### src/rtl/rotate_ram_bridge.sv
// rotate_ram_bridge: serialises vidin_* 16-word write bursts and vidout_* 8-word read bursts onto the single-word ram_* req/ack port, reads winning ties
module rotate_ram_bridge #(
  parameter int ADDR_WIDTH = 24,
  parameter logic [ADDR_WIDTH-1:0] RAM_BASE = 24'h100000
) (
  input  logic                  clk_sys,
  input  logic                  reset,
  input  logic                  vidin_req,
  input  logic                  vidin_frame,
  input  logic [9:0]            vidin_row,
  input  logic [9:0]            vidin_col,
  input  logic [15:0]           vidin_d,
  output logic                  vidin_ack,
  input  logic                  vidout_req,
  input  logic                  vidout_frame,
  input  logic [9:0]            vidout_row,
  input  logic [9:0]            vidout_col,
  output logic [15:0]           vidout_d,
  output logic                  vidout_ack,
  output logic                  ram_req,
  output logic                  ram_we,
  output logic [ADDR_WIDTH-1:0] ram_addr,
  output logic [15:0]           ram_wd,
  input  logic                  ram_ack,
  input  logic [15:0]           ram_rd
);
  typedef enum logic [2:0] {IDLE, WR_LOAD, WR_WAIT, WR_GAP, RD, REARM} state_t;
  state_t r_state, w_state_nxt;
  logic                  r_rd, r_frame, w_rd_nxt, w_frame_nxt;
  logic [9:0]            r_row, r_col, w_row_nxt, w_col_nxt;
  logic [3:0]            r_idx, w_idx_nxt, w_idx_inc;
  logic                  r_ram_req, r_ram_we, r_vidin_ack, r_vidout_ack;
  logic                  w_ram_req_nxt, w_ram_we_nxt, w_vidin_ack_nxt, w_vidout_ack_nxt;
  logic [ADDR_WIDTH-1:0] r_ram_addr, w_ram_addr_nxt;
  logic [15:0]           r_ram_wd, r_vidout_d, w_ram_wd_nxt, w_vidout_d_nxt;
  logic                  w_last;
  logic [20:0]           w_off_cap, w_off_rd_new;
  function automatic logic [ADDR_WIDTH-1:0] f_addr(input logic [20:0] off);
    return RAM_BASE + ADDR_WIDTH'(off);
  endfunction
  assign w_last       = r_rd ? r_idx == 4'd7 : r_idx == 4'd15;
  assign w_idx_inc    = r_idx + 4'd1;
  assign w_off_cap    = {r_frame, r_row, r_col};
  assign w_off_rd_new = {vidout_frame, vidout_row, vidout_col & 10'h3F8};
  always_ff @(posedge clk_sys)
    r_state <= reset ? IDLE : w_state_nxt;
  always_comb begin
    w_state_nxt = r_state;
    case (r_state)
      IDLE:    w_state_nxt = vidout_req ? RD : vidin_req ? WR_LOAD : IDLE;
      WR_LOAD: w_state_nxt = WR_WAIT;
      WR_WAIT: w_state_nxt = !ram_ack ? WR_WAIT : w_last ? REARM : WR_GAP;
      WR_GAP:  w_state_nxt = WR_LOAD;
      RD:      w_state_nxt = (ram_ack && w_last) ? REARM : RD;
      REARM:   w_state_nxt = (r_rd ? vidout_req : vidin_req) ? REARM : IDLE;
      default: w_state_nxt = IDLE;
    endcase
  end
  always_comb begin
    w_rd_nxt         = r_rd;
    w_frame_nxt      = r_frame;
    w_row_nxt        = r_row;
    w_col_nxt        = r_col;
    w_idx_nxt        = r_idx;
    w_ram_req_nxt    = r_ram_req;
    w_ram_we_nxt     = r_ram_we;
    w_ram_addr_nxt   = r_ram_addr;
    w_ram_wd_nxt     = r_ram_wd;
    w_vidout_d_nxt   = r_vidout_d;
    w_vidin_ack_nxt  = 1'b0;
    w_vidout_ack_nxt = 1'b0;
    case (r_state)
      IDLE: begin
        w_idx_nxt = 4'd0;
        if (vidout_req) begin
          w_rd_nxt       = 1'b1;
          w_frame_nxt    = vidout_frame;
          w_row_nxt      = vidout_row;
          w_col_nxt      = vidout_col & 10'h3F8;
          w_ram_req_nxt  = 1'b1;
          w_ram_we_nxt   = 1'b0;
          w_ram_addr_nxt = f_addr(w_off_rd_new);
        end else if (vidin_req) begin
          w_rd_nxt    = 1'b0;
          w_frame_nxt = vidin_frame;
          w_row_nxt   = vidin_row;
          w_col_nxt   = vidin_col & 10'h3F0;
        end
      end
      WR_LOAD: begin
        w_ram_wd_nxt   = vidin_d;
        w_ram_addr_nxt = f_addr(w_off_cap | 21'(r_idx));
        w_ram_req_nxt  = 1'b1;
        w_ram_we_nxt   = 1'b1;
      end
      WR_WAIT: begin
        if (ram_ack) begin
          w_ram_req_nxt   = 1'b0;
          w_vidin_ack_nxt = 1'b1;
          w_idx_nxt       = w_last ? r_idx : w_idx_inc;
        end
      end
      RD: begin
        if (ram_ack) begin
          w_vidout_d_nxt   = ram_rd;
          w_vidout_ack_nxt = 1'b1;
          w_ram_req_nxt    = !w_last;
          w_idx_nxt        = w_last ? r_idx : w_idx_inc;
          w_ram_addr_nxt   = w_last ? r_ram_addr : f_addr(w_off_cap | 21'(w_idx_inc));
        end
      end
      default: ;
    endcase
  end
  always_ff @(posedge clk_sys) begin
    if (reset) begin
      r_rd         <= 1'b0;
      r_frame      <= 1'b0;
      r_row        <= '0;
      r_col        <= '0;
      r_idx        <= '0;
      r_ram_req    <= 1'b0;
      r_ram_we     <= 1'b0;
      r_ram_addr   <= '0;
      r_ram_wd     <= '0;
      r_vidout_d   <= '0;
      r_vidin_ack  <= 1'b0;
      r_vidout_ack <= 1'b0;
    end else begin
      r_rd         <= w_rd_nxt;
      r_frame      <= w_frame_nxt;
      r_row        <= w_row_nxt;
      r_col        <= w_col_nxt;
      r_idx        <= w_idx_nxt;
      r_ram_req    <= w_ram_req_nxt;
      r_ram_we     <= w_ram_we_nxt;
      r_ram_addr   <= w_ram_addr_nxt;
      r_ram_wd     <= w_ram_wd_nxt;
      r_vidout_d   <= w_vidout_d_nxt;
      r_vidin_ack  <= w_vidin_ack_nxt;
      r_vidout_ack <= w_vidout_ack_nxt;
    end
  end
  assign ram_req    = r_ram_req;
  assign ram_we     = r_ram_we;
  assign ram_addr   = r_ram_addr;
  assign ram_wd     = r_ram_wd;
  assign vidout_d   = r_vidout_d;
  assign vidin_ack  = r_vidin_ack;
  assign vidout_ack = r_vidout_ack;
endmodule

### config.mk
export PLATFORM = sky130hd
export DESIGN_NAME = rotate_ram_bridge
export DESIGN_NICKNAME = d
export VERILOG_FILES = /design/src/rtl/rotate_ram_bridge.sv
export SDC_FILE = /design/constraint.sdc
export NUM_CORES = 1
export LEC_CHECK = 0
export BUFFER_PORTS_ARGS = -buffer_cell sky130_fd_sc_hd__buf_2
export CELL_PAD_IN_SITES_DETAIL_PLACEMENT = 1
export CELL_PAD_IN_SITES_GLOBAL_PLACEMENT = 2
export CORE_MARGIN = 4
export CORE_UTILIZATION = 30
export DETAILED_ROUTE_END_ITERATION = 8
export HOLD_SLACK_MARGIN = 0.06
export PLACE_DENSITY_LB_ADDON = 0.1
export SYNTH_ARGS = -nofsm -noshare
export SYNTH_HDL_FRONTEND = slang
export SYNTH_SLANG_ARGS = --single-unit
### constraint.sdc
create_clock -name clk_sys -period 2.5 [get_ports clk_sys]
set_input_delay 0.375 -clock clk_sys [delete_from_list [all_inputs] [get_ports clk_sys]]
set_output_delay 0.375 -clock clk_sys [all_outputs]
set_load 0.03 [all_outputs]
# After elaboration in Yosys (flattened, before gate mapping)
# Cells that the tools add are included.
dict set report classes {
  div_mod_pow 0
  multipliers 0
  eq_ne 13
  mux 31
  n_bitwise 4
  reduce_logical 17
  magnitude_cmp 0
  shift 0
  addsub 4
}
# cell n
set op_table {}
lappend op_table {{24-bit 2-to-1 mux} 3}
lappend op_table {{24-bit case mux with 3 select lines} 1}
lappend op_table {{21-bit by 21-bit adder with 22-bit output, first input constant} 3}
lappend op_table {{21-bit by 4-bit bitwise OR with 21-bit output} 2}
lappend op_table {{10-bit 2-to-1 mux} 4}
lappend op_table {{3-bit case mux with 6 select lines} 1}
lappend op_table {{1-bit 2-to-1 mux} 13}
lappend op_table {{3-bit 2-to-1 mux} 4}
lappend op_table {{2-bit != test, second input constant} 5}
lappend op_table {{4-bit 2-to-1 mux} 2}
lappend op_table {{4-bit case mux with 2 select lines} 1}
lappend op_table {{4-bit AND reduction} 2}
lappend op_table {{3-bit by 2-bit == test with 1-bit output, second input constant} 2}
lappend op_table {{3-bit == test, second input constant} 2}
lappend op_table {{2-bit AND reduction} 3}
lappend op_table {{2-bit nonzero test} 3}
lappend op_table {{2-bit OR reduction} 3}
lappend op_table {{4-bit by 1-bit adder with 4-bit output, second input constant} 1}
lappend op_table {{4-bit by 3-bit == test with 1-bit output, second input constant} 1}
lappend op_table {{4-bit == test, second input constant} 1}
lappend op_table {{1-bit case mux with 4 select lines} 1}
lappend op_table {{4-bit nonzero test} 1}
lappend op_table {{3-bit by 1-bit == test with 1-bit output, second input constant} 1}
lappend op_table {{3-bit zero test} 1}
lappend op_table {{other kinds (7)} 8}
dict set report totals {
  input_bits 79
  output_inout_bits 60
  ff_bits 89
  n_memories 0
  word_cells 82
  latchBits 0
  romBits 0
  mem_bits_rw 0
}

# Longest topological paths before layout
dict set report depth {
  depth_word 6
  depth_mapped 8
  mapped_depth_nobuf 5
}

# Worst setup path before layout
# Ideal clock, no wire load.
dict set report synth_path {
  kind {reg-to-reg}
  startpoint {reg r_idx[0]}
  endpoint {reg r_ram_addr[13] (netlist: ram_addr[13])}
  arrival_ns 1.590
  stages_incl_launch_ff 9
  setup_time_ns 0.080
  synth_period_minus_slack_ns 1.671
  setup_slack_ns 0.829
  path_buffers 3
  required_ns 2.420
  cell_sequence {dfxtp_1 > ha_1 > and2_1 > clkbuf_1 > a21o_1 > buf_4 > nand2_4 > buf_6 > a211oi_2}
}
dict set report synth_between {
  elab_chain_len 6
  elab_cells_between_ends 13
  cone_classes {add/sub (3); eq/ne (3); mux (4); bitwise (2); reduce/logical (1)}
}
# item line
set synth_lines {}
lappend synth_lines {{from (decl)} 31} ;# logic [3:0] r_idx, w_idx_nxt, w_idx_inc;
lappend synth_lines {{from (signal assigned)} 134} ;# r_idx <= w_idx_nxt;
lappend synth_lines {{4-bit by 1-bit adder with 4-bit output} 42} ;# assign w_idx_inc = r_idx + 4'd1;
lappend synth_lines {{21-bit by 4-bit bitwise OR with 21-bit output} 109} ;# w_ram_addr_nxt = w_last ? r_ram_addr : f_addr(w_off_cap | 21'(w_idx_inc));
lappend synth_lines {{21-bit by 21-bit adder with 22-bit output} 39} ;# return RAM_BASE + ADDR_WIDTH'(off);
lappend synth_lines {{24-bit 2-to-1 mux} 109}
lappend synth_lines {{24-bit 2-to-1 mux} 104} ;# if (ram_ack) begin
lappend synth_lines {{24-bit case mux with 3 select lines} 72} ;# case (r_state)
lappend synth_lines {{to (signal assigned)} 137} ;# r_ram_addr <= w_ram_addr_nxt;
lappend synth_lines {{to (decl)} 34} ;# logic [ADDR_WIDTH-1:0] r_ram_addr, w_ram_addr_nxt;
# Parallel ways exist; a longest one is shown, timed or not. The select of a mux whose other input is x is not followed.
# A chain may end at the register's enable or synchronous reset.

# Final worst setup path
dict set report layout_path {
  startpoint {reg r_idx[0]}
  endpoint {reg r_ram_addr[21] (netlist: ram_addr[21])}
}
# Same word-level chain as after synthesis.

==> metrics.yaml <==
ys_types: 54
drive_gt1_share_pct: 31.97
p_leak_nw: 2.047
p_int_w: 0.002571
initial_core_util_pct: 30.77
multi_input_area_sq_mm: 0.001819
status: "finished clean"
arrival_ps: 2210
synthCells: 420
fmax_ghz: 0.5045
first_global_vias: 3546
die_h_um: 119.0
vias: 3381
fin_crit_sh_pct: 79.28
postRouteAntennaNets: 0
cap_violations: 0
slew_headroom_pct: 58.80
synth_common_cells: "dfxtp_1 (84), nand2_1 (71), a21oi_1 (42), mux2i_1 (35), nor2_1 (29)"
cp_max_fo: 17
ys_top_cells_by_area: "dfxtp_1 (45%), mux2i_1 (9.5%), nand2_1 (7.2%), a21oi_1 (5.7%), a211oi_1 (4.7%)"
dieArea_sq_mm: 0.01416
path_clk_slew_ps: 60
postCtsSetupBuffers: 0
cts_buffers: 9
gp_routability_congestion: 0.7675
mappedNetlistArea_sq_mm: 0.003696
insertion_delay_ps: 330
fin_skew_ps: 3.999
gr-usage-all-layers_pct: 15.88
powerDensity_mw_per_mm2: 779.9
core_sq_mm: 0.01201
path_cells: "ha_1 -> and2_1 -> a21o_1 -> nand2_4 -> o211a_1"
cp_slowest_cell: "dfxtp_1"
holdBufCountCts: 0
ir_drop_v: 0.0002705
overflow: 0
port_buffers: 129
finalSetupViolations: 0
yosys.area_share.xor_xnor_pct: 0.9140
cts_resized: 0
period_needed_ps: 1982
cp.buffers_inverters: 0
drtPass1Iterations: 4
fillerInstances: 1441
clkPwrFrac_pct: 36.1
critPathRequiredTime_ps: 2730
ys_seq_area_share_pct: 45.50
hold_viol_final: 0
register_area_sq_mm: 0.001682
drtIter0Drc: 111
syn_avg_cell_area_sq_um: 8.800
drt-wirelength-per-cell_um: 16.08
cp-end-kind: "flip-flop"
p_comb_share_pct: 22.1
synth_area_leader_cell: "dfxtp_1"
synth_top_family_by_area: "compound AO/OA/AOI/OAI gates"
rows: 40
antenna_found_initial: 0
nNetsFinal: 615
rsz0062_at_grt: "false"
grt_max_degree: 35
yosys_warnings: 0
synth-edff-count: 0
post-synth-top-count-cell: "dfxtp_1"
critPathTopFamily: "compound AO/OA/AOI/OAI gates"
yosys.area_share.adder_pct: 0.3385
setup_tns_ps: 0
vias_per_cell: 4.936
tightest_slew_ps: 618.0
numClockSinks: 84
async_flop_share_pct: 0
dp_hpwl_um: 7694
place_ws_ps: 513.9
ys.flop_type: "dfxtp_1"
synth_top_area_share_pct: 45.50
clk_path_buf_depth: 2
slowest_delay_ps: 400
switching_share_pct: 30.21
muxShareOfSynthArea_pct: 9.783
wirelength_um: 11020
layout_setup_ws_ps: 518.0
yosys.area_share.simple_pct: 17.40
grt_first_pass_wirelength_um: 18070
slew_viol_final: 0
htreeDepth: 3
syn_to_final_growth_pct: 27.79
pin_count: 139
antenna_cells: 0
pwr-share-seq_pct: 41.7
start_kind: "flip-flop"
cts_tree: "done"
cts-root-buf: "clkbuf_16"
min_path_type: "in2reg"
synth_compound_area_share_pct: 20.48
drcViolationCount: 0
worstSetupPathType: "reg2reg"
switching_power_w: 0.001113
die_x_um: 119.0
ys_seq_elements: 84
[flip-flops by register name, indices dropped and copies added (netlist names)]
| signal | flops |
|---|---|
| ram_we | 1 |
| r_row | 10 |
| ram_wd | 16 |
| vidout_d | 16 |
| r_state | 3 |
| r_rd | 1 |
| r_frame | 1 |
| r_idx | 4 |
| r_col | 7 |
| ram_req | 1 |
| vidin_ack | 1 |
| ram_addr | 22 |
| vidout_ack | 1 |
[layout by cell type (no fill, tap or decap), types with 2 or more instances in the layout]
master     count
nor2b_1        2
xnor2_1        2
a21o_1         2
nand4_1        2
buf_4         11
a21oi_1       41
a211oi_2      10
o211ai_1       3
o21a_1         2
nor2_1        29
dfxtp_1       84
o31ai_1        2
inv_1          5
a211oi_1      23
conb_1         2
o21ai_0       10
and2_1         3
nand2_1       71
nand3_1        5
nor4_1         3
nor3_1        19
clkbuf_16      9
a22o_1         2
buf_2        129
mux2i_1       35
clkbuf_8       2
[cells by family after synthesis]
| family | after synthesis |
|---|---|
| AO/OA/AOI/OAI | 109 |
| AND/OR/NAND/NOR | 144 |
| buffers and inverters | 42 |
| adder cells (fa/ha/maj) | 1 |
| other | 1 |
| XOR/XNOR | 3 |
| flip-flops | 84 |
| multiplexers | 36 |
[final cells by class]
class / count / share of cell area (%)
multi-input cells: 295 / 38.52
flip-flops and latches: 84 / 35.60
repair buffers: 140 / 15.42
clock buffers: 12 / 5.430
well taps: 147 / 3.894
clock inverters: 2 / 0.7417
inverters: 5 / 0.3974
[through the flow]
| stage | util [%] | cell area (sq um) | std cells | total power [W] | hold WS (ps) |
|---|---|---|---|---|---|
| floorplan | - | 3700 | 421 | 0.002145 | 464.8 |
| global placement | 36.90 | 4432 | 671 | 0.002379 | 439.0 |
| detailed placement | 36.90 | 4432 | 671 | 0.002395 | 445.1 |
| CTS | 39.32 | 4723 | 685 | 0.003749 | 255.4 |
| global route | 39.32 | 4723 | 685 | 0.003901 | 257.9 |
| finish | 39.32 | 4723 | 685 | 0.003684 | 269.7 |
[power by group through the flow]
stage | Clock [W] | Combinational, W | Sequential (W)
2_1_floorplan | 0 | 0.000450 | 0.00169
6_report | 0.00133 | 0.000815 | 0.00154
4_1_cts | 0.00138 | 0.000832 | 0.00154
3_3_place_gp | 0 | 0.000817 | 0.00156
5_1_grt | 0.00145 | 0.000901 | 0.00155
3_5_place_dp | 0 | 0.000828 | 0.00157
[worst min-delay path: cells and delay by family]
family / cells / cell delay, ps
buffers and inverters: 1 / 90
AO/OA/AOI/OAI: 1 / 50
AND/OR/NAND/NOR: 1 / 40
[final timing paths]
| kind | startpoint | endpoint | slack [ps] | depth (start not counted) |
|---|---|---|---|---|
| min reg2reg | vidout_d[1] | vidout_d[1] | 450 | 2 |
| max | r_idx[0] | ram_addr[21] | 520 | 5 |
| min | ram_rd[14] | vidout_d[14] | 270 | 3 |
| max reg2reg | r_idx[0] | ram_addr[21] | 520 | 5 |
[layer usage]
layer | track usage, % | vias to the layer above | part of all wire, %
li1 | - | 1711 | -
met1 | 19.85 | 1589 | 45
met2 | 26.25 | 70 | 48
met3 | 4.179 | 11 | 4.9
met4 | 5.865 | 0 | 1.6
met5 | 0 | - | 0
Power figures use the tool's default switching activity.
